File: src/rtl/vfu_result_wb_arbiter_pkg.sv
// Shared types and helpers for the per-lane functional-unit result write-back arbiter.
package vfu_result_wb_arbiter_pkg;

   // Default lane configuration.
   localparam int unsigned DefNrBanks   = 8;
   localparam int unsigned DefAddrWidth = 10;
   localparam int unsigned DefDataWidth = 64;
   localparam int unsigned DefIdWidth   = 3;

   // Result sources competing for the lane VRF write port.
   typedef enum logic {
      WbSrcAlu  = 1'b0,
      WbSrcMfpu = 1'b1
   } wb_src_e;

   // One pending result in the default configuration.
   typedef struct packed {
      logic [DefIdWidth-1:0]     id;
      logic [DefAddrWidth-1:0]   addr;
      logic [DefDataWidth-1:0]   wdata;
      logic [DefDataWidth/8-1:0] be;
   } wb_entry_t;

   // VRF bank addressed by a word address: its low log2(nr_banks) bits.
   function automatic int unsigned wb_bank(input logic [31:0] addr, input int unsigned nr_banks);
      return addr & (nr_banks - 1);
   endfunction

endpackage

File: src/rtl/vfu_wb_buffer.sv
// Single-entry holding buffer for one result source: accepts a request when empty
// or when its current entry is being written out in the same cycle.
module vfu_wb_buffer #(
   parameter type entry_t = logic
) (
   input  logic   clk_i,
   input  logic   rst_i,
   input  logic   req_i,
   input  entry_t entry_i,
   input  logic   sel_i,
   output logic   gnt_o,
   output logic   valid_o,
   output entry_t entry_o
);

   // Accept while empty, or while the held entry drains this cycle (no bubble).
   assign gnt_o = req_i & (~valid_o | sel_i);

   // Occupancy: fill on grant, empty when drained without a refill.
   always_ff @(posedge clk_i or posedge rst_i) begin
      // NOTE: sequential state uses non-blocking assignments so all flops update together.
      if (rst_i) begin
         valid_o <= 1'b0;
      end else if (gnt_o) begin
         valid_o <= 1'b1;
      end else if (sel_i) begin
         valid_o <= 1'b0;
      end
   end

   // Payload capture on grant.
   always_ff @(posedge clk_i) begin
      // NOTE: the payload has no reset; valid_o qualifies it, so reset only costs area here.
      if (gnt_o) begin
         entry_o <= entry_i;
      end
   end

endmodule

File: src/rtl/vfu_result_wb_arbiter.sv
// Per-lane result write-back arbiter: buffers ALU and MFPU results one deep each and
// round-robins them onto the single VRF write port, skipping buffers whose bank is busy.
// Optional stall/conflict counters are built when VFU_WB_ARB_PERF_CNT_EN is defined.
module vfu_result_wb_arbiter
   import vfu_result_wb_arbiter_pkg::*;
#(
   parameter int unsigned NrBanks   = DefNrBanks,
   parameter int unsigned AddrWidth = DefAddrWidth,
   parameter int unsigned DataWidth = DefDataWidth,
   parameter int unsigned IdWidth   = DefIdWidth
) (
   input  logic                   clk_i,
   input  logic                   rst_i,
   input  logic                   alu_result_req_i,
   input  logic [IdWidth-1:0]     alu_result_id_i,
   input  logic [AddrWidth-1:0]   alu_result_addr_i,
   input  logic [DataWidth-1:0]   alu_result_wdata_i,
   input  logic [DataWidth/8-1:0] alu_result_be_i,
   output logic                   alu_result_gnt_o,
   input  logic                   mfpu_result_req_i,
   input  logic [IdWidth-1:0]     mfpu_result_id_i,
   input  logic [AddrWidth-1:0]   mfpu_result_addr_i,
   input  logic [DataWidth-1:0]   mfpu_result_wdata_i,
   input  logic [DataWidth/8-1:0] mfpu_result_be_i,
   output logic                   mfpu_result_gnt_o,
   input  logic [NrBanks-1:0]     vrf_bank_busy_i,
   output logic                   vrf_we_o,
   output logic [AddrWidth-1:0]   vrf_addr_o,
   output logic [DataWidth-1:0]   vrf_wdata_o,
   output logic [DataWidth/8-1:0] vrf_be_o,
   output logic [IdWidth-1:0]     vrf_id_o
`ifdef VFU_WB_ARB_PERF_CNT_EN
   ,
   output logic [31:0]            alu_stall_cnt_o,
   output logic [31:0]            mfpu_stall_cnt_o,
   output logic [31:0]            bank_conflict_cnt_o
`endif
);

   localparam int unsigned BankBits = $clog2(NrBanks);

   typedef struct packed {
      logic [IdWidth-1:0]     id;
      logic [AddrWidth-1:0]   addr;
      logic [DataWidth-1:0]   wdata;
      logic [DataWidth/8-1:0] be;
   } entry_t;

   entry_t              alu_in, mfpu_in, alu_buf, mfpu_buf, out_q;
   logic                alu_valid, mfpu_valid;
   logic                alu_elig, mfpu_elig;
   logic                alu_sel, mfpu_sel;
   logic [BankBits-1:0] alu_bank, mfpu_bank;
   wb_src_e             rr_q;
   logic                we_q;

   assign alu_in  = '{id: alu_result_id_i, addr: alu_result_addr_i,
                      wdata: alu_result_wdata_i, be: alu_result_be_i};
   assign mfpu_in = '{id: mfpu_result_id_i, addr: mfpu_result_addr_i,
                      wdata: mfpu_result_wdata_i, be: mfpu_result_be_i};

   vfu_wb_buffer #(.entry_t(entry_t)) i_alu_buf (
      .clk_i   (clk_i),
      .rst_i   (rst_i),
      .req_i   (alu_result_req_i),
      .entry_i (alu_in),
      .sel_i   (alu_sel),
      .gnt_o   (alu_result_gnt_o),
      .valid_o (alu_valid),
      .entry_o (alu_buf)
   );

   vfu_wb_buffer #(.entry_t(entry_t)) i_mfpu_buf (
      .clk_i   (clk_i),
      .rst_i   (rst_i),
      .req_i   (mfpu_result_req_i),
      .entry_i (mfpu_in),
      .sel_i   (mfpu_sel),
      .gnt_o   (mfpu_result_gnt_o),
      .valid_o (mfpu_valid),
      .entry_o (mfpu_buf)
   );

   assign alu_bank  = BankBits'(wb_bank(32'(alu_buf.addr), NrBanks));
   assign mfpu_bank = BankBits'(wb_bank(32'(mfpu_buf.addr), NrBanks));
   assign alu_elig  = alu_valid & ~vrf_bank_busy_i[alu_bank];
   assign mfpu_elig = mfpu_valid & ~vrf_bank_busy_i[mfpu_bank];

   // Pick at most one eligible buffer; contention is broken by the round-robin pointer.
   always_comb begin
      // NOTE: every signal gets a default first so no path can infer a latch.
      alu_sel  = 1'b0;
      mfpu_sel = 1'b0;
      if (alu_elig && mfpu_elig) begin
         alu_sel  = (rr_q == WbSrcAlu);
         mfpu_sel = (rr_q == WbSrcMfpu);
      end else begin
         alu_sel  = alu_elig;
         mfpu_sel = mfpu_elig;
      end
   end

   // Round-robin pointer: hand priority to the loser after every contended pick.
   always_ff @(posedge clk_i or posedge rst_i) begin
      if (rst_i) begin
         rr_q <= WbSrcAlu;
      end else if (alu_elig && mfpu_elig) begin
         rr_q <= (rr_q == WbSrcAlu) ? WbSrcMfpu : WbSrcAlu;
      end
   end

   // Registered VRF write port; data holds its last value when no write is issued.
   always_ff @(posedge clk_i or posedge rst_i) begin
      if (rst_i) begin
         we_q  <= 1'b0;
         out_q <= '0;
      end else begin
         we_q <= alu_sel | mfpu_sel;
         if (alu_sel) begin
            out_q <= alu_buf;
         end else if (mfpu_sel) begin
            out_q <= mfpu_buf;
         end
      end
   end

   assign vrf_we_o    = we_q;
   assign vrf_addr_o  = out_q.addr;
   assign vrf_wdata_o = out_q.wdata;
   assign vrf_be_o    = out_q.be;
   assign vrf_id_o    = out_q.id;

`ifdef VFU_WB_ARB_PERF_CNT_EN
   logic alu_stall, mfpu_stall, bank_conflict;

   assign alu_stall     = alu_result_req_i & ~alu_result_gnt_o;
   assign mfpu_stall    = mfpu_result_req_i & ~mfpu_result_gnt_o;
   assign bank_conflict = (alu_valid & ~alu_elig) | (mfpu_valid & ~mfpu_elig);

   // Saturating event counters.
   always_ff @(posedge clk_i or posedge rst_i) begin
      if (rst_i) begin
         alu_stall_cnt_o     <= '0;
         mfpu_stall_cnt_o    <= '0;
         bank_conflict_cnt_o <= '0;
      end else begin
         if (alu_stall && (alu_stall_cnt_o != '1)) begin
            alu_stall_cnt_o <= alu_stall_cnt_o + 32'd1;
         end
         if (mfpu_stall && (mfpu_stall_cnt_o != '1)) begin
            mfpu_stall_cnt_o <= mfpu_stall_cnt_o + 32'd1;
         end
         if (bank_conflict && (bank_conflict_cnt_o != '1)) begin
            bank_conflict_cnt_o <= bank_conflict_cnt_o + 32'd1;
         end
      end
   end
`endif

endmodule

File: config.mk
export PLATFORM = sky130hd
export DESIGN_NAME = vfu_result_wb_arbiter
export DESIGN_NICKNAME = d
export VERILOG_FILES = /design/src/rtl/vfu_result_wb_arbiter_pkg.sv /design/src/rtl/vfu_wb_buffer.sv /design/src/rtl/vfu_result_wb_arbiter.sv
export SDC_FILE = /design/constraint.sdc
export NUM_CORES = 1
export LEC_CHECK = 0
export ABC_AREA = 0
export CAP_MARGIN = 30
export CORE_MARGIN = 2
export CORE_UTILIZATION = 43
export CTS_BUF_LIST = sky130_fd_sc_hd__clkbuf_4 sky130_fd_sc_hd__clkbuf_8
export CTS_CLUSTER_SIZE = 30
export DETAILED_ROUTE_END_ITERATION = 6
export GPL_TIMING_DRIVEN = 0
export PLACE_DENSITY = 0.84
export SKIP_LAST_GASP = 1
export SLEW_MARGIN = 20
export SYNTH_ARGS = -nofsm -noshare
export SYNTH_HDL_FRONTEND = slang
export SYNTH_HIERARCHICAL = 1
export SYNTH_SLANG_ARGS = --single-unit
File: constraint.sdc
create_clock -name clk_i -period 12.2 [get_ports clk_i]
set_clock_uncertainty 0.15 [all_clocks]
set_input_delay 2.44 -clock clk_i [delete_from_list [all_inputs] [get_ports clk_i]]
set_output_delay 2.44 -clock clk_i [all_outputs]
set_load 0.01 [all_outputs]
==> summary.txt <==
Floorplan
  • Core area: 21800 sq um
  • Die width: approximately 150 um
  • Initial Util: 43.7%
  • Die Y-Extent: ~150 um
  • Die area: ~23000 sq um
  • # rows: 54
  • IO Count: 270

STA
  • Final setup TNS: 0 ns
  • Period utilization: just over 70%
  • Max_slew headroom: a little over two fifths
  • Fin crit period: roughly 9 ns
  • Fmax: 113 MHz
  • Final setup viols: 0
  • Min Hold Slack: approximately 0.36 ns
  • Hold Fails Final Rpt: 0
  • RSZ-0062 raised after global routing: false
  • Worst-margin pin slew: 0.840 ns
  • Max-slew violation count: 0

Synthesis
  • Synth async-reset ratio: between 30% and 40%
  • Most common cell in the netlist: edfxtp_1
  • Ys flop type: edfxtp_1
  • Avg Synthesized Cell Area: approximately 18 sq um
  • Leading area contributor after synthesis: edfxtp_1
  • #FFs+latches synth: between 200 and 300
  • Post-synth top area share: about 54%
  • Post-synth top cells: edfxtp_1, dfrtp_1, nand3b_1, o221a_1, o221a_2
  • Unique masters post-synth: 38
  • Syn Std Cell Area: about 9500 sq um
  • Syn. warnings: 6
  • Post-synth EDFFs: 170
  • Synth Net Count: 702
  • Sequential-to-total area share from yosys stat: 77.2%
  • Cells after Synth: 520
  • Area contributors post-synth: edfxtp_1, dfrtp_1, o221a_1, nand3b_1, o221a_2

Critical path
  • FF-to-FF Start: i_mfpu_buf/entry_o[74]
  • Critical path peak fanout: 39
  • Critical Path End Type: output pin
  • Worst EP required: between 9 and 10 ns
  • R2R depth: 9
  • Worst setup SP type: primary input
  • CP Class: in -> out
  • Worst R2R End: i_mfpu_buf/entry_o[62]
  • CP arrival: 6.24 ns
  • R2r setup slk: just over 8 ns

Route
  • Vias per cell: a little over 5
  • Drt drc: 0
  • DR vias: around 6k
  • Drt pass-1 iters: 4
  • Initial DRC count: just under 400
  • Antenna Nets Post-Route: 0
  • Routed WL: around 24 mm
  • Wirelength per Cell: between 20 and 25 um

Placement
  • PortBufs: around 270
  • Placer congestion estimate: between 0.8 and 0.9
  • Final HPWL DP: 16.4 mm
  • Placed insts: roughly 1.1k

Cells and area
  • Layout area overhead: 43.0%
  • # diodes: 0
  • Non-Filler Instances: around 1.2k
  • Finished Core Util: ~62%
  • Layout cells sized above 1: ~15%
  • Nets@finish: about 1k

Clocking
  • Postcts setup bufs: 0
  • Sinks on Clock Net: roughly 260
  • Number of CTS-inserted buffers: 43
  • CTS Root Cell: clkbuf_8
  • Clk buf depth: 3
  • Insertion delay to the later sink of the worst-skew pair: about 0.53 ns
  • Reg clk slew, reported paths: 0.06 ns
  • Hold buffer count at CTS: 0
  • CTS tree: yes
  • H-tree depth: 2
  • Post-cts gate resize count: 0

Hold path
  • Hold/Removal Path Class: reg -> reg
  • Hold Startpoint: i_alu_buf/entry_o[15]
  • End of the worst hold path: vrf_wdata_o[7]
  • Hold depth: 1

Global route
  • GRT Util Overall: between 20% and 30%
  • Remaining Overflow, GRT: 0
  • Largest net degree at the start of global routing: 58
  • First-pass GRT wire length: 37.0 mm
  • Vias in the first global route: around 6.4k
  • Initial antenna violation count: 0

Outcome
  • Outcome: finished clean

Power
  • Max VDD drop: between 150 and 200 uV
  • Pwr Density: about 250 nW/um^2
  • LEAKAGE: slightly below 5 nW

Job
  • Max_cap viols: 0
## worst max-delay path, stage by stage
cell and delay (ns):
clkdlybuf4s50_1 0.44, mux2i_1 0.14, o22ai_1 0.13, a211oi_2 0.73
buf_2 0.39, buf_1 0.41, and2_1 0.19, nand2b_1 0.12
and2_4 0.53, clkdlybuf4s50_1 0.66
## how the worst max path moves through the flow
| stage | cells after the start | end | startpoint |
|---|---|---|---|
| 6_report | 10 | mfpu_result_gnt_o | vrf_bank_busy_i[3] |
| 5_1_grt | 10 | mfpu_result_gnt_o | vrf_bank_busy_i[5] |
| 4_1_cts | 10 | mfpu_result_gnt_o | vrf_bank_busy_i[3] |
| 3_5_place_dp | 10 | mfpu_result_gnt_o | vrf_bank_busy_i[3] |
| 3_3_place_gp | 10 | mfpu_result_gnt_o | vrf_bank_busy_i[3] |
| 2_1_floorplan | 8 | mfpu_result_gnt_o | vrf_bank_busy_i[7] |
## layout by cell type (no fill, tap or decap), types with 2 or more instances in the layout
| cell type | n |
|---|---|
| and2_4 | 2 |
| clkbuf_4 | 14 |
| buf_2 | 12 |
| nand2_1 | 4 |
| buf_1 | 5 |
| nand3b_1 | 83 |
| edfxtp_1 | 170 |
| nand2b_1 | 6 |
| a211oi_1 | 2 |
| dfrtp_1 | 89 |
| buf_6 | 7 |
| o221a_1 | 57 |
| o22ai_1 | 2 |
| nor2_1 | 3 |
| clkinv_2 | 11 |
| o221a_2 | 26 |
| nor3_1 | 3 |
| mux2i_1 | 7 |
| clkdlybuf4s50_1 | 269 |
| clkbuf_8 | 48 |
| bufinv_16 | 4 |
| inv_1 | 5 |
| clkbuf_1 | 14 |
| buf_16 | 3 |
| nand3_1 | 2 |
## power breakdown
group | internal, W | switching (W)
clock | 0.000491 | 0.000341
combinational | 0.000583 | 0.000554
sequential | 0.00125 | 0.000125
## flip-flops by register name (all words and copies together), names as in the netlist
signal,cells
i_alu_buf/valid_o,1
vrf_addr_o,10
i_mfpu_buf/entry_o,85
rr_q,1
vrf_we_o,1
i_mfpu_buf/valid_o,1
vrf_wdata_o,64
vrf_be_o,8
i_alu_buf/entry_o,85
vrf_id_o,3
## logic make-up after synthesis
family / after synthesis / share of synthesized area [%]
AO/OA/AOI/OAI: 98 / 11.1
AND/OR/NAND/NOR: 108 / 8.02
XOR/XNOR: 1 / 0.0922
multiplexers: 9 / 1.01
flip-flops: 259 / 77.2
buffers and inverters: 45 / 2.53
## routing by layer
layer	track usage (%)	wire [um]	vias to the layer above
li1	-	-	2744
met4	5.82	487	0
met5	0	0	-
met2	34.8	12400	225
met3	5.03	1500	36
met1	26.2	9820	2971
## final cells by class
| type | count | area (sq um) |
|---|---|---|
| clock buffer | 62 | 766 |
| fill | 1616 | 8170 |
| tap | 280 | 350 |
| buffer | 39 | 218 |
| multi-input combinational | 216 | 1930 |
| clock inverter | 17 | 186 |
| timing repair buffer | 272 | 2780 |
| inverter | 6 | 27.5 |
| sequential | 259 | 7330 |
## through the flow
step           cell area [sq um]  total power (W)  worst slack (ns)
2_1_floorplan               9500          0.00195              3.75
3_3_place_gp               12500          0.00248             0.463
3_5_place_dp               12600          0.00254              3.29
4_1_cts                    13600          0.00338              3.28
5_1_grt                    13600          0.00351              3.08
6_report                   13600          0.00334              3.37
Note: power is estimated with default switching activity, not from simulation.
